**config.mk**
```make
export PLATFORM = sky130hd
export DESIGN_NAME = eth_pkt_gen
export DESIGN_NICKNAME = d
export VERILOG_FILES = /design/src/rtl/eth_pkt_gen.sv
export SDC_FILE = /design/constraint.sdc
export NUM_CORES = 1
export LEC_CHECK = 0
export BUFFER_PORTS_ARGS = -buffer_cell sky130_fd_sc_hd__buf_2
export CORE_ASPECT_RATIO = 0.5
export CORE_UTILIZATION = 58
export DETAILED_ROUTE_END_ITERATION = 16
export PLACE_DENSITY_LB_ADDON = 0.1
export SLEW_MARGIN = 0
export SYNTH_ARGS = -nofsm -noshare
export SYNTH_HDL_FRONTEND = slang
export SYNTH_SLANG_ARGS = --single-unit
```
**constraint.sdc**
```tcl
create_clock -name clk_156_in_clk_clk -period 7.11 [get_ports clk_156_in_clk_clk]
set_input_delay 0.3555 -clock clk_156_in_clk_clk [delete_from_list [all_inputs] [get_ports clk_156_in_clk_clk]]
set_output_delay 0.3555 -clock clk_156_in_clk_clk [all_outputs]
set_load 0.01 [all_outputs]
```
**src/rtl/eth_pkt_gen.sv**
```systemverilog
// eth_pkt_gen: Avalon-ST 64-bit Ethernet test-frame generator.
// Produces programmable-length, sequence-numbered frames under ready/valid
// backpressure. Every output is driven straight from a register.
module eth_pkt_gen #(
    parameter logic [47:0] DST_MAC   = 48'hFFFF_FFFF_FFFF,
    parameter logic [47:0] SRC_MAC   = 48'h0002_0304_0506,
    parameter logic [15:0] ETHERTYPE = 16'h88B5,
    parameter int unsigned MIN_LEN   = 60,
    parameter int unsigned MAX_LEN   = 9600
) (
    input  logic        clk_156_in_clk_clk,
    input  logic        rst_in_reset_reset,
    input  logic        start,
    input  logic        stop,
    input  logic [13:0] pkt_len,
    input  logic [31:0] pkt_count,
    input  logic [7:0]  gap_cycles,
    output logic        busy,
    output logic        done,
    output logic [31:0] pkts_sent,
    output logic [63:0] tx_st_data,
    output logic        tx_st_valid,
    input  logic        tx_st_ready,
    output logic        tx_st_startofpacket,
    output logic        tx_st_endofpacket,
    output logic [2:0]  tx_st_empty,
    output logic        tx_st_error
);

    typedef enum logic [1:0] {S_IDLE, S_SEND, S_GAP} state_e;

    state_e      state_q, state_d;
    logic [10:0] words_q, words_d;          // beats per frame, up to 1200
    logic [2:0]  last_empty_q, last_empty_d;
    logic [31:0] count_q, count_d;
    logic [7:0]  gap_q, gap_d;
    logic [7:0]  gap_cnt_q, gap_cnt_d;
    logic [10:0] idx_q, idx_d;
    logic [31:0] seq_q, seq_d;
    logic [31:0] sent_q, sent_d;
    logic        stop_seen_q, stop_seen_d;
    logic        done_q, done_d;
    logic        busy_q, busy_d;
    logic        valid_q, valid_d;
    logic        sop_q, sop_d;
    logic        eop_q, eop_d;
    logic [2:0]  empty_q, empty_d;
    logic [63:0] data_q, data_d;

    logic [13:0] len_c;
    logic [10:0] words_c;
    logic [2:0]  empty_c;
    logic        xfer;
    logic        stop_req;

    // Frame word at beat index idx of frame number seq.
    function automatic logic [63:0] frame_word(input logic [10:0] idx, input logic [31:0] seq);
        logic [15:0] i16;
        i16 = {5'd0, idx};
        if (idx == 11'd0)
            return {DST_MAC, SRC_MAC[47:32]};
        else if (idx == 11'd1)
            return {SRC_MAC[31:0], ETHERTYPE, seq[31:16]};
        else
            return {seq[15:0], i16, ~seq[15:0], ~i16};
    endfunction

    // Clamp the requested length and derive beat count and eop empty bytes.
    always_comb begin
        len_c = pkt_len;
        if (pkt_len < 14'(MIN_LEN))
            len_c = 14'(MIN_LEN);
        else if (pkt_len > 14'(MAX_LEN))
            len_c = 14'(MAX_LEN);
        words_c = 11'(({1'b0, len_c} + 15'd7) >> 3);
        empty_c = 3'(4'd8 - {1'b0, len_c[2:0]});
    end

    // Next-state and next-output logic for the IDLE/SEND/GAP controller.
    always_comb begin
        // NOTE: every variable gets a default first so no path leaves one unassigned, which would infer a latch.
        state_d      = state_q;
        words_d      = words_q;
        last_empty_d = last_empty_q;
        count_d      = count_q;
        gap_d        = gap_q;
        gap_cnt_d    = gap_cnt_q;
        idx_d        = idx_q;
        seq_d        = seq_q;
        sent_d       = sent_q;
        stop_seen_d  = stop_seen_q;
        done_d       = 1'b0;
        valid_d      = valid_q;
        sop_d        = sop_q;
        eop_d        = eop_q;
        empty_d      = empty_q;
        data_d       = data_q;
        xfer         = valid_q & tx_st_ready;
        stop_req     = stop_seen_q | stop;

        case (state_q)
            S_IDLE: begin
                if (start) begin
                    words_d      = words_c;
                    last_empty_d = empty_c;
                    count_d      = pkt_count;
                    gap_d        = gap_cycles;
                    sent_d       = 32'd0;
                    seq_d        = 32'd0;
                    stop_seen_d  = 1'b0;
                    idx_d        = 11'd0;
                    state_d      = S_SEND;
                    valid_d      = 1'b1;
                    sop_d        = 1'b1;
                    eop_d        = 1'b0;
                    empty_d      = 3'd0;
                    data_d       = frame_word(11'd0, 32'd0);
                end
            end
            S_SEND: begin
                stop_seen_d = stop_req;
                if (xfer) begin
                    if (eop_q) begin
                        sent_d  = sent_q + 32'd1;
                        seq_d   = seq_q + 32'd1;
                        idx_d   = 11'd0;
                        sop_d   = 1'b0;
                        eop_d   = 1'b0;
                        empty_d = 3'd0;
                        if (stop_req || (count_q != 32'd0 && (sent_q + 32'd1) == count_q)) begin
                            state_d     = S_IDLE;
                            valid_d     = 1'b0;
                            done_d      = 1'b1;
                            stop_seen_d = 1'b0;
                        end else if (gap_q == 8'd0) begin
                            valid_d = 1'b1;
                            sop_d   = 1'b1;
                            data_d  = frame_word(11'd0, seq_q + 32'd1);
                        end else begin
                            state_d   = S_GAP;
                            gap_cnt_d = gap_q;
                            valid_d   = 1'b0;
                        end
                    end else begin
                        idx_d   = idx_q + 11'd1;
                        data_d  = frame_word(idx_q + 11'd1, seq_q);
                        sop_d   = 1'b0;
                        eop_d   = (idx_q + 11'd2) == words_q;
                        empty_d = ((idx_q + 11'd2) == words_q) ? last_empty_q : 3'd0;
                    end
                end
            end
            S_GAP: begin
                stop_seen_d = stop_req;
                if (stop_req) begin
                    state_d     = S_IDLE;
                    done_d      = 1'b1;
                    stop_seen_d = 1'b0;
                end else if (gap_cnt_q == 8'd1) begin
                    state_d = S_SEND;
                    idx_d   = 11'd0;
                    valid_d = 1'b1;
                    sop_d   = 1'b1;
                    data_d  = frame_word(11'd0, seq_q);
                end else begin
                    gap_cnt_d = gap_cnt_q - 8'd1;
                end
            end
            default: state_d = S_IDLE;
        endcase

        busy_d = (state_d != S_IDLE);
    end

    // State and output registers with asynchronous active-high reset.
    always_ff @(posedge clk_156_in_clk_clk or posedge rst_in_reset_reset) begin
        if (rst_in_reset_reset) begin
            state_q      <= S_IDLE;
            words_q      <= '0;
            last_empty_q <= '0;
            count_q      <= '0;
            gap_q        <= '0;
            gap_cnt_q    <= '0;
            idx_q        <= '0;
            seq_q        <= '0;
            sent_q       <= '0;
            stop_seen_q  <= 1'b0;
            done_q       <= 1'b0;
            busy_q       <= 1'b0;
            valid_q      <= 1'b0;
            sop_q        <= 1'b0;
            eop_q        <= 1'b0;
            empty_q      <= '0;
            data_q       <= '0;
        end else begin
            // NOTE: non-blocking assignments so every register samples pre-edge values, independent of statement order.
            state_q      <= state_d;
            words_q      <= words_d;
            last_empty_q <= last_empty_d;
            count_q      <= count_d;
            gap_q        <= gap_d;
            gap_cnt_q    <= gap_cnt_d;
            idx_q        <= idx_d;
            seq_q        <= seq_d;
            sent_q       <= sent_d;
            stop_seen_q  <= stop_seen_d;
            done_q       <= done_d;
            busy_q       <= busy_d;
            valid_q      <= valid_d;
            sop_q        <= sop_d;
            eop_q        <= eop_d;
            empty_q      <= empty_d;
            data_q       <= data_d;
        end
    end

    assign busy                = busy_q;
    assign done                = done_q;
    assign pkts_sent           = sent_q;
    assign tx_st_data          = data_q;
    assign tx_st_valid         = valid_q;
    assign tx_st_startofpacket = sop_q;
    assign tx_st_endofpacket   = eop_q;
    assign tx_st_empty         = empty_q;
    assign tx_st_error         = 1'b0;

endmodule

```
== Yosys cells after proc, flatten, opt, wreduce, memory -nomap -nowiden ==
Cells that the tools add are included.

* Register bits: 212
* Bits in latches: 0
* RAM bits: 0
* Memory bits (read-only): 0
* Input bits: 59
* Logic and storage cells: 133
* Memories kept: 0

* Add/sub/neg operators: 7
* $mul: 0
* Div/mod/pow operators: 0
* Order comparisons: 2
* Eq/ne operators: 16
* Shift-type cells: 0
* Muxes and demuxes: 69
* Bitwise gates (word level): 4
* Reduce and logical (&&, ||, !) cells: 18

{| class="wikitable"
|+ Operators with widths
! kind !! number
|-
| $mux W64 || 9
|-
| $pmux W64 S3 || 1
|-
| $mux W32 || 5
|-
| $pmux W32 S2 || 2
|-
| $add A32 B1 Y32 const B || 2
|-
| $mux W11 || 5
|-
| $mux W8 || 6
|-
| $pmux W11 S3 || 1
|-
| $eq A32 B32 Y1 || 1
|-
| $reduce_bool A32 Y1 || 1
|-
| $mux W14 || 2
|-
| $mux W1 || 19
|-
| $ne A2 B2 Y1 const B || 8
|-
| $not A11 Y16 || 1
|-
| $not A16 Y16 || 1
|-
| $pmux W8 S2 || 1
|-
| $add A14 B3 Y14 const B || 1
|-
| $gt A14 B14 Y1 const B || 1
|-
| $lt A14 B6 Y1 const B || 1
|-
| $mux W2 || 7
|-
| $reduce_and A7 Y1 || 2
|-
| $mux W3 || 4
|-
| $add A11 B1 Y11 const B || 1
|-
| $add A11 B2 Y11 const B || 1
|-
| 26 further kinds || 33
|}

== Longest topological paths before layout ==
* Depth in word-level cells: 9
* Mapped depth: 14

== Worst setup path before layout ==
Ideal clock, no wire load.

* Path kind: reg2reg
* From: register sent_q[1] (netlist: pkts_sent[1])
* To: register data_q[0] (netlist: tx_st_data[0])
* Library setup time: 0.128 ns
* Arrival: 3.256 ns
* Slack: 3.726 ns
* Stages on the path, launching flop included: 13
* Buffers on the path: 2
* Period minus slack after synthesis: 3.384 ns
* Cells stage by stage: dfrtp_1 > ha_1 > clkbuf_1 > nand2_1 > or4_1 > xor2_1 > o2111ai_1 > a211o_1 > nor4_4 > a211oi_2 > o21bai_4 > buf_6 > mux2_1

* Longest elaborated chain between the ends: 6

{| class="wikitable"
|+ RTL lines
! element !! line !! text
|-
| from (decl) || 40 || <nowiki>logic [31:0] sent_q, sent_d;</nowiki>
|-
| from (signal assigned) || 205 || <nowiki>sent_q <= sent_d;</nowiki>
|-
| $add A32 B1 Y32 || 130 || <nowiki>if (stop_req || (count_q != 32'd0 && (sent_q + 32'd1) == count_q)) begin</nowiki>
|-
| $eq A32 B32 Y1 || 130 ||
|-
| $logic_and A1 B1 Y1 || 130 ||
|-
| $logic_or A1 B1 Y1 || 130 ||
|-
| $ne A3 B3 Y1 (no line) || n/a ||
|-
| $reduce_and A7 Y1 (no line) || n/a ||
|-
| to (signal assigned) || 213 || <nowiki>data_q <= data_d;</nowiki>
|-
| to (decl) || 48 || <nowiki>logic [63:0] data_q, data_d;</nowiki>
|}

Every way passes these cells.
A chain may end at the register's enable or synchronous reset.

== Worst setup path after layout ==
* From: register sent_q[2] (netlist: pkts_sent[2])
* To: register data_q[9] (netlist: tx_st_data[9])

Same word-level chain as after synthesis.

==> results.json <==
{
  "die_area_um2": 20620,
  "drt_iter0_drc": 736,
  "core_um2": 19550,
  "p_switching_mw": 1.964,
  "detail-route-antenna-nets": 0,
  "hold_viol_final": 0,
  "syn_inst": 1221,
  "power_frac_seq": 0.382,
  "grt_first_pass_wirelength_mm": 48.89,
  "hold_class": "primary input to async pin",
  "slew_headroom": 0.2484,
  "slowest_delay_ps": 910,
  "h-tree-depth": 1,
  "timing.critical_path.buf_inv": 1,
  "start_util": 0.5939,
  "post_drt_wl_per_cell_um": 18.87,
  "reg2reg_slack_ps": 2150,
  "cellInternalPower_mw": 3.019,
  "netlist.area_leader.share": 0.4483,
  "ys.flop_type": "dfrtp_1",
  "cp-start-kind": "flip-flop",
  "drc": 0,
  "final_cell_area_um2": 13140,
  "ys_ff_latch": 208,
  "path_max_fanout": 38,
  "path_delay_family": "simple AND/OR/NAND/NOR gates",
  "outcome": "complete, no violations",
  "overflow": 0,
  "cp_slowest_cell": "o21bai_4",
  "crit_chain": "nand3_2 -> nor4_2 -> nor2_1 -> nor4_1 -> nand4_1 -> nor4_4 -> a211oi_2 -> o21bai_4 -> buf_4 -> mux2_2",
  "setup_tns_ps": 0,
  "power_mw": 4.983,
  "clk_pin_slew_worst_paths_ps": 70,
  "synthTopCellsByArea": "dfrtp_1 45%, mux2_2 7.1%, nand2_1 5.2%, o21ai_0 4.0%, xor2_1 3.9%",
  "cp-end-kind": "flip-flop",
  "dp_hpwl_mm": 21.53,
  "setup_slack_ps": 2145,
  "grt_max_degree": 138,
  "worstPathRequired_ps": 7510,
  "mappedNetlistNets": 1293,
  "grt_pass1_vias": 9361,
  "holdBufCountCts": 0,
  "clockRootBuffer": "clkbuf_16",
  "cts-buffers-inserted": 20,
  "period_minus_slack_ps": 4965,
  "wl_mm": 30.52,
  "p_leak_nw": 5.728,
  "fin_skew_ps": 13.52,
  "synthesis.area_um2": 11610,
  "comb_power_share": 0.398,
  "fin_nets": 1409,
  "vias_per_cell": 5.978,
  "place_congestion": 0.9392,
  "cts_tree": "done",
  "finish.utilization": 0.6722,
  "synth.distinct_cells": 73,
  "die_w_um": 202.1,
  "die_h_um": 102.0,
  "diodes": 0,
  "dr.pass1.iters": 6,
  "fmax_mhz": 201.4,
  "area_growth_pct": 13.18,
  "vdd_ir_drop_max_mv": 0.2497,
  "switching_share": 0.3941,
  "place_inst": 1581,
  "cts_sinks": 208,
  "seq_area_frac_synth": 0.4483,
  "io_pins": 164,
  "clockBufferDepth": 3,
  "power.share.clock": 0.221,
  "yosys_warnings": 0,
  "post-place-ws_ps": 2286,
  "antenna_found_initial": 0,
  "syn_avg_cell_area_um2": 9.509,
  "async_reset_ff_frac": 1.000,
  "portBuffers": 162,
  "cts.repair.resized": 0,
  "rows": 36,
  "synth_edf_count": 0,
  "setup_viol": 0,
  "cp_data_arrival_time_ps": 5360,
  "gr-usage-all-layers": 0.2970,
  "cap_violations": 0,
  "final_layout_size_suffix_gt1_frac": 0.2221,
  "rsz0062_at_grt": "false",
  "whs_ps": 51.39,
  "finalMaxSlewViolations": 0,
  "finalNonFillerCells": 1617,
  "clock_latency_ps": 520,
  "vias": 9666,
  "power_density_nw_per_um2": 379.2,
  "worst_slew_pin_slew_ps": 1124,
  "critPathKind": "flip-flop to flip-flop",
  "cts_setup_buffers": 0,
  "place_area_um2": 12470,
  "synth_top_cell_by_area": "dfrtp_1",
  "period_share": 0.6983
}
-- flip-flops by register name (all words and copies together) (netlist names), 8 cells and up --
signal      flops
seq_q          32
tx_st_data     60
gap_q           8
count_q        32
words_q        11
idx_q          11
gap_cnt_q       8
pkts_sent      32
-- worst paths after layout --
check | start | endpoint | cells after the start
worst max-delay path | pkts_sent[2] | tx_st_data[9] | 10
worst min-delay path | rst_in_reset_reset | count_q[25] | 2
worst max register to register | pkts_sent[2] | tx_st_data[9] | 10
worst min register to register | tx_st_startofpacket | tx_st_startofpacket | 2
max in group asynchronous | rst_in_reset_reset | count_q[3] | 3
min in group clk_156_in_clk_clk | pkt_count[19] | count_q[19] | 2
-- power by group through the flow --
stage | sequential [mW] | clock (mW) | combinational [mW]
2_1_floorplan | 1.87 | 0 | 1.41
3_3_place_gp | 1.90 | 0 | 1.93
3_5_place_dp | 1.92 | 0 | 1.97
4_1_cts | 1.90 | 1.12 | 1.99
5_1_grt | 1.95 | 1.16 | 2.19
6_report | 1.90 | 1.10 | 1.98
-- area by class of cell --
cell class                 count  area (µm²)
timing repair buffer         171       878.3
inverter                      31       123.9
multi-input combinational    905        5929
fill                        1583        6409
sequential                   208        5205
clock buffer                  27       586.8
tap                          266       332.8
clock inverter                 9       83.83
-- cell usage after synthesis (3+ instances only) --
cell type	n
ha_1	13
a21oi_1	43
a21boi_0	3
a31oi_1	10
buf_1	7
or4_1	5
and4_1	9
o22ai_1	4
xor2_1	52
o2111ai_1	4
nor4_1	19
and2_1	4
nand2_1	161
nor3_1	16
buf_6	6
and3_1	12
o211ai_1	5
inv_1	30
nand2b_1	14
nor2b_1	7
nand3_1	42
mux2i_1	10
or3_1	15
xnor2_1	43
a22o_1	5
nand4_1	37
a311o_1	3
dfrtp_1	208
o21ai_0	92
buf_2	11
a21o_1	3
o41ai_1	6
nand4b_1	3
buf_4	5
o31ai_1	33
nor2_1	89
nor3b_1	7
clkbuf_1	47
mux2_2	73
or2_2	4
mux2_1	20
-- cell families after synthesis --
kind of cell / Yosys count / synth area share
AOI/OAI and AO/OA: 235 / 0.1282
xor gates and xnor gates: 96 / 0.07361
adders and majority gates: 13 / 0.01401
buffers and inverters: 108 / 0.04171
DFF: 208 / 0.4483
muxes: 103 / 0.09883
other: 1 / 0.0003230
and+or+nand+nor: 457 / 0.1950
-- placed cells by master (no fill, tap or decap), types with 5 or more instances in the layout --
master	instances
a21oi_1	42
a22o_1	5
a31oi_1	10
and3_1	12
and4_1	9
buf_2	162
buf_4	9
clkbuf_16	20
clkbuf_8	6
clkinv_2	6
dfrtp_1	208
ha_1	13
inv_1	29
mux2_1	20
mux2_2	73
mux2i_1	10
nand2_1	160
nand2b_1	14
nand3_1	42
nand4_1	37
nor2_1	88
nor2b_1	7
nor3_1	16
nor3b_1	7
nor4_1	19
o211ai_1	5
o21ai_0	92
o31ai_1	33
o41ai_1	6
or3_1	15
or4_1	5
xnor2_1	43
xor2_1	52
-- routing by layer --
layer  wire length, µm  track usage  vias up
li1                  -            -     4580
met1             13640       0.4005     4713
met2             14190       0.4877      315
met3              1963      0.06505       58
met4               724      0.08683        0
met5                 0            0        -
Power figures use the tool's default switching activity.
